`src/rtl/dual_rail_pkg.sv`:
```
// Shared types and rail-encoding helpers for the dual-rail handshake counter.
package dual_rail_pkg;

  typedef enum logic [1:0] {
    IDLE = 2'd0,
    DATA = 2'd1,
    ACKH = 2'd2,
    RTZ  = 2'd3
  } state_e;

  typedef struct packed {
    logic t;
    logic f;
  } rail_t;

  function automatic rail_t encode(input logic b);
    rail_t r;
    r.t = b;
    r.f = ~b;
    return r;
  endfunction

  function automatic rail_t spacer();
    rail_t r;
    r.t = 1'b0;
    r.f = 1'b0;
    return r;
  endfunction

endpackage

```
`src/rtl/dual_rail_encoder.sv`:
```
// Combinational WIDTH-bit dual-rail encoder; vld=0 yields the all-zero spacer.
module dual_rail_encoder
  import dual_rail_pkg::*;
#(
  parameter int WIDTH = 2
) (
  input  logic [WIDTH-1:0] val,
  input  logic             vld,
  output logic [WIDTH-1:0] t,
  output logic [WIDTH-1:0] f
);

  rail_t r;

  always_comb begin
    t = '0;
    f = '0;
    r = spacer();
    for (int i = 0; i < WIDTH; i++) begin
      r    = vld ? encode(val[i]) : spacer();
      t[i] = r.t;
      f[i] = r.f;
    end
  end

endmodule

```
`src/rtl/dual_rail_hs_counter.sv`:
```
// Four-phase req/ack counter presenting each new count (plus carry/limit) as a
// return-to-zero dual-rail token; sticky err flags handshake violations.
module dual_rail_hs_counter
  import dual_rail_pkg::*;
#(
  parameter int WIDTH       = 2,
  parameter int RESET_VALUE = 0,
  parameter bit SATURATE    = 1'b0
) (
  input  logic             clk,
  input  logic             rst,
  input  logic             req,
  input  logic             up,
  input  logic             clr,
  output logic             ack,
  output logic [WIDTH-1:0] cnt_t,
  output logic [WIDTH-1:0] cnt_f,
  output logic             cy_t,
  output logic             cy_f,
  output logic             err
);

  localparam logic [WIDTH-1:0] RST_CNT  = WIDTH'(RESET_VALUE);
  localparam logic [WIDTH-1:0] ONE      = WIDTH'(1);
  localparam logic [WIDTH-1:0] ALL_ONES = '1;

  state_e           state;
  logic [WIDTH-1:0] cnt;
  logic             cy;
  logic             tok_vld;

  logic [WIDTH-1:0] nxt_cnt;
  logic             nxt_cy;
  logic             load;
  logic             drop;
  logic             enc_vld;
  logic [WIDTH-1:0] enc_cnt;
  logic             enc_cy;
  logic [WIDTH-1:0] enc_cnt_t;
  logic [WIDTH-1:0] enc_cnt_f;
  logic             enc_cy_t;
  logic             enc_cy_f;

  always_comb begin
    nxt_cnt = cnt;
    nxt_cy  = 1'b0;
    if (clr) begin
      nxt_cnt = RST_CNT;
      nxt_cy  = 1'b0;
    end else if (up) begin
      nxt_cy  = (cnt == ALL_ONES);
      nxt_cnt = (nxt_cy && SATURATE) ? cnt : cnt + ONE;
    end else begin
      nxt_cy  = (cnt == '0);
      nxt_cnt = (nxt_cy && SATURATE) ? cnt : cnt - ONE;
    end
  end

  // Rails are re-registered from the encoder every cycle, so the token is
  // selected here: fresh value on load, held value while valid, else spacer.
  always_comb begin
    load    = (state == IDLE) && req;
    drop    = (state == ACKH) && !req;
    enc_vld = load || (tok_vld && !drop);
    enc_cnt = load ? nxt_cnt : cnt;
    enc_cy  = load ? nxt_cy : cy;
  end

  dual_rail_encoder #(.WIDTH(WIDTH)) u_cnt_enc (
    .val (enc_cnt),
    .vld (enc_vld),
    .t   (enc_cnt_t),
    .f   (enc_cnt_f)
  );

  dual_rail_encoder #(.WIDTH(1)) u_cy_enc (
    .val (enc_cy),
    .vld (enc_vld),
    .t   (enc_cy_t),
    .f   (enc_cy_f)
  );

  always_ff @(posedge clk) begin
    if (rst) begin
      state   <= IDLE;
      ack     <= 1'b0;
      err     <= 1'b0;
      cnt     <= RST_CNT;
      cy      <= 1'b0;
      tok_vld <= 1'b0;
      cnt_t   <= '0;
      cnt_f   <= '0;
      cy_t    <= 1'b0;
      cy_f    <= 1'b0;
    end else begin
      tok_vld <= enc_vld;
      cnt_t   <= enc_cnt_t;
      cnt_f   <= enc_cnt_f;
      cy_t    <= enc_cy_t;
      cy_f    <= enc_cy_f;
      if (load) begin
        cnt <= nxt_cnt;
        cy  <= nxt_cy;
      end
      case (state)
        IDLE: begin
          if (req) state <= DATA;
        end
        DATA: begin
          ack   <= 1'b1;
          state <= ACKH;
          if (!req) err <= 1'b1;
        end
        ACKH: begin
          if (!req) state <= RTZ;
        end
        RTZ: begin
          ack   <= 1'b0;
          state <= IDLE;
          if (req) err <= 1'b1;
        end
        default: state <= IDLE;
      endcase
    end
  end

endmodule

```
`config.mk`:
```
export PLATFORM = sky130hd
export DESIGN_NAME = dual_rail_hs_counter
export DESIGN_NICKNAME = d
export VERILOG_FILES = /design/src/rtl/dual_rail_pkg.sv /design/src/rtl/dual_rail_encoder.sv /design/src/rtl/dual_rail_hs_counter.sv
export SDC_FILE = /design/constraint.sdc
export NUM_CORES = 1
export LEC_CHECK = 0
export CORE_AREA = 5 5 42 44
export DETAILED_ROUTE_END_ITERATION = 16
export DIE_AREA = 0 0 47 49
export PLACE_DENSITY_LB_ADDON = 0.3
export SYNTH_ARGS = -nofsm -noshare
export SYNTH_HDL_FRONTEND = slang
export SYNTH_HIERARCHICAL = 1
export SYNTH_SLANG_ARGS = --single-unit
```
`constraint.sdc`:
```
create_clock -name clk -period 5.3 [get_ports clk]
set_input_delay 1.59 -clock clk [delete_from_list [all_inputs] [get_ports clk]]
set_output_delay 1.59 -clock clk [all_outputs]
set_load 0.05 [all_outputs]
```
## Yosys cells after proc, flatten, opt, wreduce, memory -nomap -nowiden

Index checks and enable logic that the tools add are counted.

- Register bits after elaboration: 14
- Word-level logic and storage cells: 49
- Output and inout bits: 8

- Muxes and demuxes: 13
- Reductions and logical operators: 12
- Add/subtract/negate cells: 2
- Bitwise gates (word level): 4
- Equal/unequal tests: 8

Operators with widths:

| cell | number |
|---|---|
| $mux W2 | 5 |
| $ne A2 B2 Y1 const B | 4 |
| $pmux W2 S4 | 1 |
| $eq A2 B2 Y1 const B | 3 |
| $mux W1 | 5 |
| $logic_not A2 Y1 | 2 |
| $not A1 Y1 | 4 |
| $pmux W1 S2 | 2 |
| $logic_and A1 B1 Y1 | 3 |
| $reduce_and A3 Y1 | 1 |
| $add A2 B1 Y2 const B | 1 |
| $eq A2 B1 Y1 const B | 1 |
| $logic_not A1 Y1 | 2 |
| $reduce_and A2 Y1 | 1 |
| $reduce_bool A2 Y1 | 1 |
| $reduce_or A2 Y1 | 1 |
| $sub A2 B1 Y2 const B | 1 |
| $logic_or A1 B1 Y1 | 1 |

## Depth between registers and ports, before layout

Gate-level depths: netlist (run 1).

- Depth in word-level cells: 7
- Depth in mapped cells: 7

## Hierarchy

Netlist (run 1), hierarchy kept.

By module, submodules not included:

| module | sequential area each (µm²) | times used | cells each | area each (µm²) |
|---|---|---|---|---|
| dual_rail_hs_counter | 280.3 | 1 | 60 | 575.6 |
| dual_rail_encoder (u_cnt_enc) | 0.0 | 1 | 4 | 32.5 |
| dual_rail_encoder (u_cy_enc) | 0.0 | 1 | 2 | 16.3 |

## Worst setup path before layout (run 1)

Ideal clock, no wire load.

- Path type: input to register
- Start point: input req
- End point: register cnt_f[1]
- Arrival time: 2539 ps
- Stages on the path: 5
- Setup slack: 2647 ps
- Library setup time: 114 ps
- Path buffers: 0
- Path through: nand2_2 or4_1 nand3_1 and2b_2 nor2b_1

- Elaborated cells on any way between the ends: 10
- Classes of those cells: mux: 1; bitwise: 2; reduce/logical: 7

RTL lines:

| element | line | source |
|---|---|---|
| from (decl) | dual_rail_hs_counter.sv:12 | `input logic req,` |
| $logic_and A1 B1 Y1 | dual_rail_hs_counter.sv:62 | `load = (state == IDLE) && req;` |
| $mux W2 | -- |  |
| net enc_cnt[1] | dual_rail_hs_counter.sv:37 | `logic [WIDTH-1:0] enc_cnt;` |
| $not A1 Y1 | dual_rail_pkg.sv:19 | `r.f = ~b;` |
| to (signal assigned) | dual_rail_hs_counter.sv:98 | `cnt_f <= enc_cnt_f;` |
| to (decl) | dual_rail_hs_counter.sv:17 | `output logic [WIDTH-1:0] cnt_f,` |

The timed path passes the listed nets, and every way through them passes these cells.
A chain may end at the register's enable or synchronous reset.

## Worst setup path in the final report (run 1)

Same ends and word-level chain as after synthesis.

==> summary.md, run 1 <==
| Metric | Value |
|---|---|
| Final GP Congestion | `0.762` |
| Final WL | `1.02 mm` |
| Final setup vio count | `0` |
| WL per Instance | `around 10 um` |
| Initial antenna violation count | `0` |
| Non-filler cells in the finished layout | `97` |
| Static leakage | `around 0.00034 uW` |
| GR Overflow Total | `0` |
| Share of cells above drive strength 1 | `0.148` |
| FF-to-FF path depth | `7` |
| Worst-Skew Late Latency | `0.28 ns` |
| Worst clock skew | `about 0.0034 ns` |
| Ant. Diodes | `0` |
| Worst r2r src | `state[0]` |
| Seq/Total Area, Yosys | `0.449` |
| Cell Pwr Density | `roughly 490 nW/um2` |
| #FFs+latches synth | `14` |
| Syn_area_per_cell | `about 9.5 um2` |
| Die ar. | `approximately 2300 um2` |
| Status | `finished, final reports clean` |
| Unrepaired setup endpoints after global routing | `no` |
| Die W | `47 um` |
| Post-synth top area share | `0.449` |
| Row count | `14` |
| Number of global-route vias before repair | `410` |
| Initial DRC count | `2` |
| Area grow syn2layout | `27.7%` |
| Synth warn | `6` |
| Top-Level Pins | `13` |
| Fin crit period | `just over 3 ns` |
| Post_cts resized | `0` |
| Clk buf depth | `2` |
| Critical Path Start Type | `input port` |
| Mapped Nets | `75` |
| Core Region | `1400 um2` |
| Top_reg_cell synth | `dfxtp_1` |
| CTS Hold Bufs | `0` |
| Die Ht | `between 40 and 50 um` |
| Hold Startpoint | `cy` |
| Fmax | `0.326 GHz` |
| Worst relative slew slack | `0.663` |
| Vias | `474` |
| Post-layout nets | `91` |
| Worst R2R End | `cnt_f[1]` |
| Total GRT Usage | `0.103` |
| Slew @ Worst Pin | `0.503 ns` |
| Port Buffers | `12` |
| Count leader, synth | `dfxtp_1` |
| Max Slew Vio Count | `0` |
| CTS tree | `yes` |
| Max cap viols | `0` |
| R2r setup slk | `3.48 ns` |
| Worst min path class | `reg -> reg` |
| Arr. time, crit path | `3.23 ns` |
| Final Power | `389 uW` |
| Largest net degree at the start of global routing | `16` |
| Critical Path Sink Type | `flop` |
| Cell area after technology mapping | `624 um2` |
| Post-CTS setup buffers | `0` |
| Hold Crit Endpoint | `cy` |
| Hold Path Depth | `2` |
| Number of synthesized flops with an enable pin | `0` |
| Routed Antenna Nets | `0` |
| CP max FO | `7` |
| First-pass GRT wire length | `1.69 mm` |
| Root buf cell | `clkbuf_4` |
| Total CTS buffers | `3` |
| Final hold vios | `0` |
| Clock transition at path regs | `0.09 ns` |
| DRC Markers | `0` |
| Cell Count Post-Placement | `slightly above 90` |
| Ys async rst share | `0` |
| CTS Sinks | `14` |
| Setup CP Type | `in -> reg` |
| Synth top area cells | `dfxtp_1, nor2b_1, ha_1` |
| H-tree depth | `1` |
| Peak supply drop | `182 uV` |
| Synth top cells by count | `dfxtp_1, nor2b_1, nor2_1` |
| Leading area contributor after synthesis | `dfxtp_1` |
| Post-Synthesis Cells | `66` |
| Starting Density | `0.446` |
| Period utilization | `0.579` |
| Req. time, crit path | `5.46 ns` |
| Via density | `4.89` |
| Cell variety after synth | `23` |
| FILL cells | `146` |
| Setup TNS | `0 ns` |
| First drt pass iteration count | `4` |
metal layers:
metal,global-route usage,share of wire,up-vias
met4,0.0829,0.037,0
met1,0.125,0.47,209
li1,-,-,251
met5,0,0,-
met3,0.0332,0.053,5
met2,0.143,0.44,9
cell type report:
type                            instances  area, um2  area share
Clock buffer                            4       36.3      0.0455
Inverter                                3       11.3      0.0141
Multi-Input combinational cell         48        329       0.413
Sequential cell                        14        280       0.352
Tap cell                               16       20.0      0.0251
Timing Repair Buffer                   12        120       0.151
power by group:
group / total (uW) / switching, uW / internal, uW / leakage, uW
clock network: 77.6 / 35.7 / 41.8 / 0.0000210
logic: 168 / 97.4 / 70.4 / 0.000200
registers: 143 / 14.1 / 129 / 0.000115
sequential cells by signal, indices dropped and copies added, names as in the netlist:
register / flops
ack: 1
cnt: 2
tok_vld: 1
cy_t: 1
cnt_t: 2
state: 2
err: 1
cnt_f: 2
cy: 1
cy_f: 1
cell usage in the layout, fill, tap and decap left out, drive strengths merged, types with 3 or more instances in the layout:
master,n
and2,3
and2b,3
clkbuf,4
clkdlybuf4s50,12
dfxtp,14
ha,4
inv,3
nand2,3
nor2,8
nor2b,9
nor3,3
how the worst max path moves through the flow:
| stage | slack [ns] | start | depth (start not counted) | end |
|---|---|---|---|---|
| floorplan | 2.65 | req | 5 | cnt_f[1] |
| global placement | 1.97 | req | 6 | cnt_f[1] |
| detailed placement | 1.94 | req | 6 | cnt_f[1] |
| CTS | 2.24 | err | 1 | err |
| global route | 2.11 | req | 6 | cnt_f[1] |
| finish | 2.23 | req | 6 | cnt_f[1] |
logic make-up (layout without fill, tap and decap cells):
| logic type | Yosys count | count (layout) | synth area share |
|---|---|---|---|
| flip-flops | 14 | 14 | 0.449 |
| multiplexers | 3 | 3 | 0.0501 |
| adder cells (fa/ha/maj) | 4 | 4 | 0.0802 |
| XOR/XNOR | 1 | 1 | 0.0140 |
| AND/OR/NAND/NOR | 34 | 34 | 0.317 |
| buffers and inverters | 4 | 19 | 0.0240 |
| AO/OA/AOI/OAI | 6 | 6 | 0.0661 |
worst max-delay path: stages:
cell,delay [ns]
clkdlybuf4s50_1,0.57
nand2_2,0.13
or4_1,0.51
nand3_1,0.10
and2b_2,0.21
nor2b_1,0.12
per-stage QoR:
step	worst slack [ns]	hold WS (ns)	utilization	cell area, um2
2_1_floorplan	2.65	0.454	-	624
3_3_place_gp	1.97	0.478	0.543	761
3_5_place_dp	1.94	0.481	0.543	761
4_1_cts	2.24	0.502	0.569	797
5_1_grt	2.11	0.517	0.569	797
6_report	2.23	0.496	0.569	797
Note: power is estimated with default switching activity, not from simulation.
==> inputs of run 2 (changes only) <==
--- a/config.mk
+++ b/config.mk
@@ -5,9 +5,9 @@
 export SDC_FILE = /design/constraint.sdc
 export NUM_CORES = 1
 export LEC_CHECK = 0
-export CORE_AREA = 5 5 42 44
+export CORE_MARGIN = 5
+export CORE_UTILIZATION = 47
 export DETAILED_ROUTE_END_ITERATION = 16
-export DIE_AREA = 0 0 47 49
 export PLACE_DENSITY_LB_ADDON = 0.3
 export SYNTH_ARGS = -nofsm -noshare
 export SYNTH_HDL_FRONTEND = slang
==> constraint.sdc (replaced) <==
create_clock -name clk -period 3.12 [get_ports clk]
set_input_delay 0.936 -clock clk [delete_from_list [all_inputs] [get_ports clk]]
set_output_delay 0.936 -clock clk [all_outputs]
set_load 0.05 [all_outputs]
==> run 2 against run 1 <==
Net effect:
- hold slack worse by 0.0058 ns
- wire length shrank 3.7%
- largest power group unchanged
- sequential share of layout area increased by 0.055 points
- total power is 70% higher
- via count did not move
- global-route usage increased by 1.0 points
- register-to-register slack got worse by 2.2 ns
==> summary.md, run 2 (synthesis results as in run 1) <==
| Metric | Value |
|---|---|
| Worst hold slack | `0.491 ns (-0.00576 ns)` |
| Initial antenna violation count | `0 (unchanged)` |
| CTS tree | `yes` |
| GR Overflow Total | `0 (unchanged)` |
| Share of cells above drive strength 1 | `0.148 (unchanged)` |
| Routed Antenna Nets | `0 (unchanged)` |
| Max Slew Vio Count | `0 (unchanged)` |
| CTS Hold Bufs | `0 (unchanged)` |
| Root buf cell | `clkbuf_4` |
| Peak supply drop | `357 uV (+96%)` |
| Setup CP Type | `in -> reg` |
| Worst clock skew | `0.00787 ns (+0.00443 ns)` |
| Via density | `4.94 (+1.0%)` |
| Starting Density | `0.486 (+0.0403)` |
| Core Region | `1280 um2 (-8.3%)` |
| Hold Path Depth | `2 (unchanged)` |
| Arr. time, crit path | `2.57 ns (-0.66 ns)` |
| Max incr delay on CP | `0.57 ns (about the same)` |
| Setup TNS | `0 ns (unchanged)` |
| Status | `finished, final reports clean` |
| Final setup vio count | `0 (unchanged)` |
| Worst R2R End | `cnt_f[1]` |
| Max cap viols | `0 (unchanged)` |
| Critical Path Sink Type | `flop` |
| Number of global-route vias before repair | `434 (+5.9%)` |
| First drt pass iteration count | `4 (unchanged)` |
| Initial DRC count | `3 (+1)` |
| Post-DP HPWL | `roughly 750 um` |
| Port Buffers | `12 (unchanged)` |
| Final hold vios | `0 (unchanged)` |
| Unrepaired setup endpoints after global routing | `no` |
| Req. time, crit path | `3.28 ns (-2.18 ns)` |
| Period utilization | `0.771` |
| Largest net degree at the start of global routing | `16 (unchanged)` |
| Hold Startpoint | `err` |
| H-tree depth | `1 (unchanged)` |
| Worst-Skew Late Latency | `0.29 ns (about the same)` |
| Worst relative slew slack | `0.668 (+0.00440)` |
| Slew @ Worst Pin | `0.493 ns (-0.0102 ns)` |
| Final Power | `661 uW (+70%)` |
| Post_cts resized | `0 (unchanged)` |
| Die ar. | `2160 um2 (-6.3%)` |
| Total CTS buffers | `3 (unchanged)` |
| Cell Pwr Density | `831 nW/um2 (+70%)` |
| CP cell instances | `clkdlybuf4s50_1 -> nand2_2 -> or4_1 -> nand3_1 -> and2b_2 -> nor2b_1` |
| Row count | `13 (-1)` |
| First-pass GRT wire length | `1.71 mm (+1.2%)` |
| R2r setup slk | `1.27 ns (-2.21 ns)` |
| Post-place instance area | `759 um2 (-0.16%)` |
| Most frequent cells in the layout | `dfxtp_1, clkdlybuf4s50_1, nor2b_1` |
| Clk buf depth | `2 (unchanged)` |
| Critical Path Start Type | `input port` |
| Die W | `46.4 um (-1.2%)` |
| Worst r2r src | `state[0]` |
| Final GP Congestion | `0.800 (+4.9%)` |
| Worst min path class | `reg -> reg` |
| Static leakage | `0.000336 uW (unchanged)` |
| CP max FO | `7 (unchanged)` |
| Hold Crit Endpoint | `err` |
| DRC Markers | `0 (unchanged)` |
| FF-to-FF path depth | `7 (unchanged)` |
| Final WL | `979 um (-3.7%)` |
| Top-Level Pins | `13 (unchanged)` |
| Fin crit period | `~2.4 ns` |
| Most common library cell in the layout ignoring fill and taps | `dfxtp_1` |
| Total GRT Usage | `0.113 (+0.0101)` |
| Post-CTS setup buffers | `0 (unchanged)` |
| Fmax | `0.416 GHz` |
| Post-layout nets | `91 (unchanged)` |
| CTS Sinks | `14 (unchanged)` |
| Cell area after layout | `796 um2 (-0.16%)` |
| Die Ht | `46.4 um (-5.2%)` |
| Ant. Diodes | `0 (unchanged)` |
| Vias | `474 (unchanged)` |
| Area grow syn2layout | `27.5%` |
| Crit path launch | `req` |
| Clock transition at path regs | `0.09 ns (about the same)` |
| CP max stage cell | `clkdlybuf4s50_1` |
| WL per Instance | `10.2 um (-2.7%)` |
## run 2: worst max-delay path by stage
| stage | depth (start not counted) | endpoint | slack, ns |
|---|---|---|---|
| final | 6 | cnt_f[1] | 0.71 |
| after detailed placement | 6 | cnt_f[1] | 0.42 |
| after global routing | 6 | cnt_f[1] | 0.61 |
| after global placement | 6 | cnt_f[1] | 0.44 |
| after CTS | 6 | cnt_f[1] | 0.72 |
| after floorplan | 5 | cnt_f[1] | 1.12 |
## run 2: metrics by stage
| step | instances | util | setup slack [ns] |
|---|---|---|---|
| 6_report | 96 | 0.619 | 0.714 |
| 5_1_grt | 96 | 0.619 | 0.614 |
| 4_1_cts | 96 | 0.619 | 0.721 |
| 3_5_place_dp | 92 | 0.591 | 0.417 |
| 3_3_place_gp | 92 | 0.591 | 0.441 |
| 2_1_floorplan | 66 | - | 1.12 |
## run 2: cell type report
| cell class | instances | area (um2) |
|---|---|---|
| fillers | 117 | 489 |
| clock buffers | 4 | 36.3 |
| repair buffers | 12 | 120 |
| inverters | 3 | 11.3 |
| multi-input cells | 48 | 329 |
| well taps | 15 | 18.8 |
| flip-flops and latches | 14 | 280 |
## run 2: where the power goes
part | leakage (uW) | internal (uW) | switching, uW
clock | 0.0000210 | 71.1 | 62.5
combinational | 0.000200 | 120 | 165
sequential | 0.000115 | 219 | 23.6
## run 2: critical path, delay by kind of cell
| kind | cells | cell delay (ns) |
|---|---|---|
| simple gates | 5 | 1.06 |
| buf+inv | 1 | 0.57 |
## run 2: metal layers
| layer | wire [um] | GRT usage | vias up |
|---|---|---|---|
| met5 | 0 | 0 | - |
| met4 | 27 | 0.0795 | 0 |
| met3 | 55 | 0.0391 | 3 |
| met2 | 424 | 0.181 | 11 |
| met1 | 472 | 0.123 | 208 |
| li1 | - | - | 252 |
==> inputs of run 3 (changes only) <==
--- a/config.mk
+++ b/config.mk
@@ -6,7 +6,7 @@
 export NUM_CORES = 1
 export LEC_CHECK = 0
 export CORE_MARGIN = 5
-export CORE_UTILIZATION = 47
+export CORE_UTILIZATION = 42
 export DETAILED_ROUTE_END_ITERATION = 16
 export PLACE_DENSITY_LB_ADDON = 0.3
 export SYNTH_ARGS = -nofsm -noshare
==> constraint.sdc (replaced) <==
create_clock -name clk -period 2 [get_ports clk]
set_input_delay 0.6 -clock clk [delete_from_list [all_inputs] [get_ports clk]]
set_output_delay 0.6 -clock clk [all_outputs]
set_load 0.05 [all_outputs]
==> run 3 against run 2 <==
Net effect:
- die area rose by 9.3%
- final area increased by 2.4%
- hold slack better by 0.0047 ns
- first-iteration DRC count rose to 3.0 times the previous value
- via count grew 1.7%
- clock power up 51%
- non-clock buffer count rose by 5
- largest cell class unchanged
==> summary.md, run 3 (synthesis results as in run 1) <==
| Metric | Value |
|---|---|
| Status | `finished, final reports clean` |
| Final WL | `1.03 mm (+4.8%)` |
| Total CTS buffers | `3 (unchanged)` |
| Port Buffers | `12 (unchanged)` |
| Die ar. | `2360 um2 (+9.3%)` |
| Fmax | `0.532 GHz` |
| Most frequent cells in the layout | `dfxtp_1, buf_4, nor2b_1` |
| Final hold vios | `0 (unchanged)` |
| Ant. Diodes | `0 (unchanged)` |
| Worst clock skew | `0.00164 ns (-0.00624 ns)` |
| GR Overflow Total | `0 (unchanged)` |
| CP max FO | `2 (-5)` |
| Met2 WL | `470 um (+11%)` |
| WL met1 | `502 um (+6.4%)` |
| Fin crit period | `1.88 ns` |
| Routed Antenna Nets | `0 (unchanged)` |
| Hold Startpoint | `ack` |
| Post_cts resized | `0 (unchanged)` |
| CTS Sinks | `14 (unchanged)` |
| Number of global-route vias before repair | `439 (+1.2%)` |
| Clk buf depth | `2 (unchanged)` |
| Cell Count Post-Placement | `98 (+6.5%)` |
| Worst-Skew Late Latency | `0.28 ns (about the same)` |
| Area grow syn2layout | `30.5%` |
| Critical Path Start Type | `input port` |
| Setup TNS | `0 ns (unchanged)` |
| Arr. time, crit path | `2.06 ns (-0.51 ns)` |
| Die W | `48.6 um (+4.5%)` |
| Clock transition at path regs | `0.08 ns (about the same)` |
| CTS Hold Bufs | `0 (unchanged)` |
| Post-layout nets | `96 (+5.5%)` |
| Setup CP Type | `in -> reg` |
| Cell Pwr Density | `1270 nW/um2 (+53%)` |
| Starting Density | `0.429 (-0.0564)` |
| Uppermost layer routed | `met4` |
| Post-DP HPWL | `798 um (+6.0%)` |
| Slew @ Worst Pin | `0.551 ns (+0.0578 ns)` |
| Most common library cell in the layout ignoring fill and taps | `dfxtp_1` |
| Final Power | `1030 uW (+56%)` |
| Non-filler cells in the finished layout | `102 (+6.3%)` |
| First drt pass iteration count | `4 (unchanged)` |
| Vias | `482 (+1.7%)` |
| Hold Crit Endpoint | `ack` |
| Pre-CTS setup slack | `-0.180 ns (-0.597 ns)` |
| Initial antenna violation count | `0 (unchanged)` |
| Static leakage | `0.000374 uW (+11%)` |
| Die Ht | `48.6 um (+4.5%)` |
| Top-Level Pins | `13 (unchanged)` |
| Peak supply drop | `580 uV (+63%)` |
| Worst Slack Setup Final | `0.121 ns (-0.593 ns)` |
| Req. time, crit path | `2.18 ns (-1.10 ns)` |
| Worst r2r src | `state[0]` |
| R2r setup slk | `0.27 ns (-1.00 ns)` |
| Max cap viols | `0 (unchanged)` |
| Root buf cell | `clkbuf_4` |
| Worst relative slew slack | `0.629 (-0.0390)` |
| Largest net degree at the start of global routing | `14 (-2)` |
| Final setup vio count | `0 (unchanged)` |
| Row count | `14 (+1)` |
| Met3 wire len | `43 um (-22%)` |
| WL per Instance | `10.1 um (-1.4%)` |
| H-tree depth | `1 (unchanged)` |
| CTS tree | `yes` |
| Max Slew Vio Count | `0 (unchanged)` |
| Initial DRC count | `9 (+6)` |
| Worst min path class | `reg -> reg` |
| Critical Path Sink Type | `flop` |
| DRC Markers | `0 (unchanged)` |
| FF-to-FF path depth | `7 (unchanged)` |
| Via density | `4.73 (-4.3%)` |
| Hold Path Depth | `2 (unchanged)` |
| Core Region | `1450 um2 (+13%)` |
| Period utilization | `0.939` |
| Final GP Congestion | `0.697 (-13%)` |
| Share of cells above drive strength 1 | `0.291 (+0.143)` |
| First-pass GRT wire length | `1.76 mm (+2.8%)` |
| Unrepaired setup endpoints after global routing | `no` |
| Total GRT Usage | `0.0942 (-0.0192)` |
| Worst R2R End | `cnt_f[1]` |
| Post-CTS setup buffers | `0 (unchanged)` |
==> run 3: changes by cell type in the layout (fill, tap and decap cells not counted) <==
cell	change
buf_4	+13
clkdlybuf4s50_1	-8
==> run 3: power by group <==
| group | internal, uW | switching [uW] | leakage, uW | total, uW |
|---|---|---|---|---|
| clock network | 111 | 91.0 | 0.0000210 | 202 |
| registers | 342 | 35.5 | 0.000115 | 378 |
| logic | 191 | 262 | 0.000238 | 453 |
| total | 644 | 389 | 0.000374 | 1030 |
==> run 3: worst max path at each step <==
stage,from,end,slack [ns]
2_1_floorplan,state[0],cnt_f[1],0.32
3_3_place_gp,up,cnt_f[1],-0.16
3_5_place_dp,req,cnt_f[1],-0.18
4_1_cts,req,cnt_f[1],0.12
5_1_grt,up,cnt_f[1],0.05
6_report,req,cnt_f[1],0.12
==> run 3: cell type report <==
cell class	instances	area (um2)
fill	120	639
multi-input combinational	48	329
sequential	14	280
timing repair buffer	17	138
clock buffer	4	36.3
tap	16	20.0
inverter	3	11.3
==> run 3: critical path, stage by stage <==
cell and delay, ns:
clkdlybuf4s50_1 0.50, nand2_2 0.05, or4_1 0.48, nand3_1 0.10, and2b_2 0.21, nor2b_1 0.12
==> run 3: layer usage <==
layer	global-route usage	vias up
met4	0.0673	0
met2	0.143	9
met1	0.109	209
met5	0	-
met3	0.0307	2
li1	-	262
==> run 3: per-stage QoR <==
stage	hold slack (ns)	utilization	cell area (um2)
2_1_floorplan	0.454	-	624
3_3_place_gp	0.464	0.535	778
3_5_place_dp	0.474	0.535	778
4_1_cts	0.499	0.560	815
5_1_grt	0.527	0.560	815
6_report	0.495	0.560	815
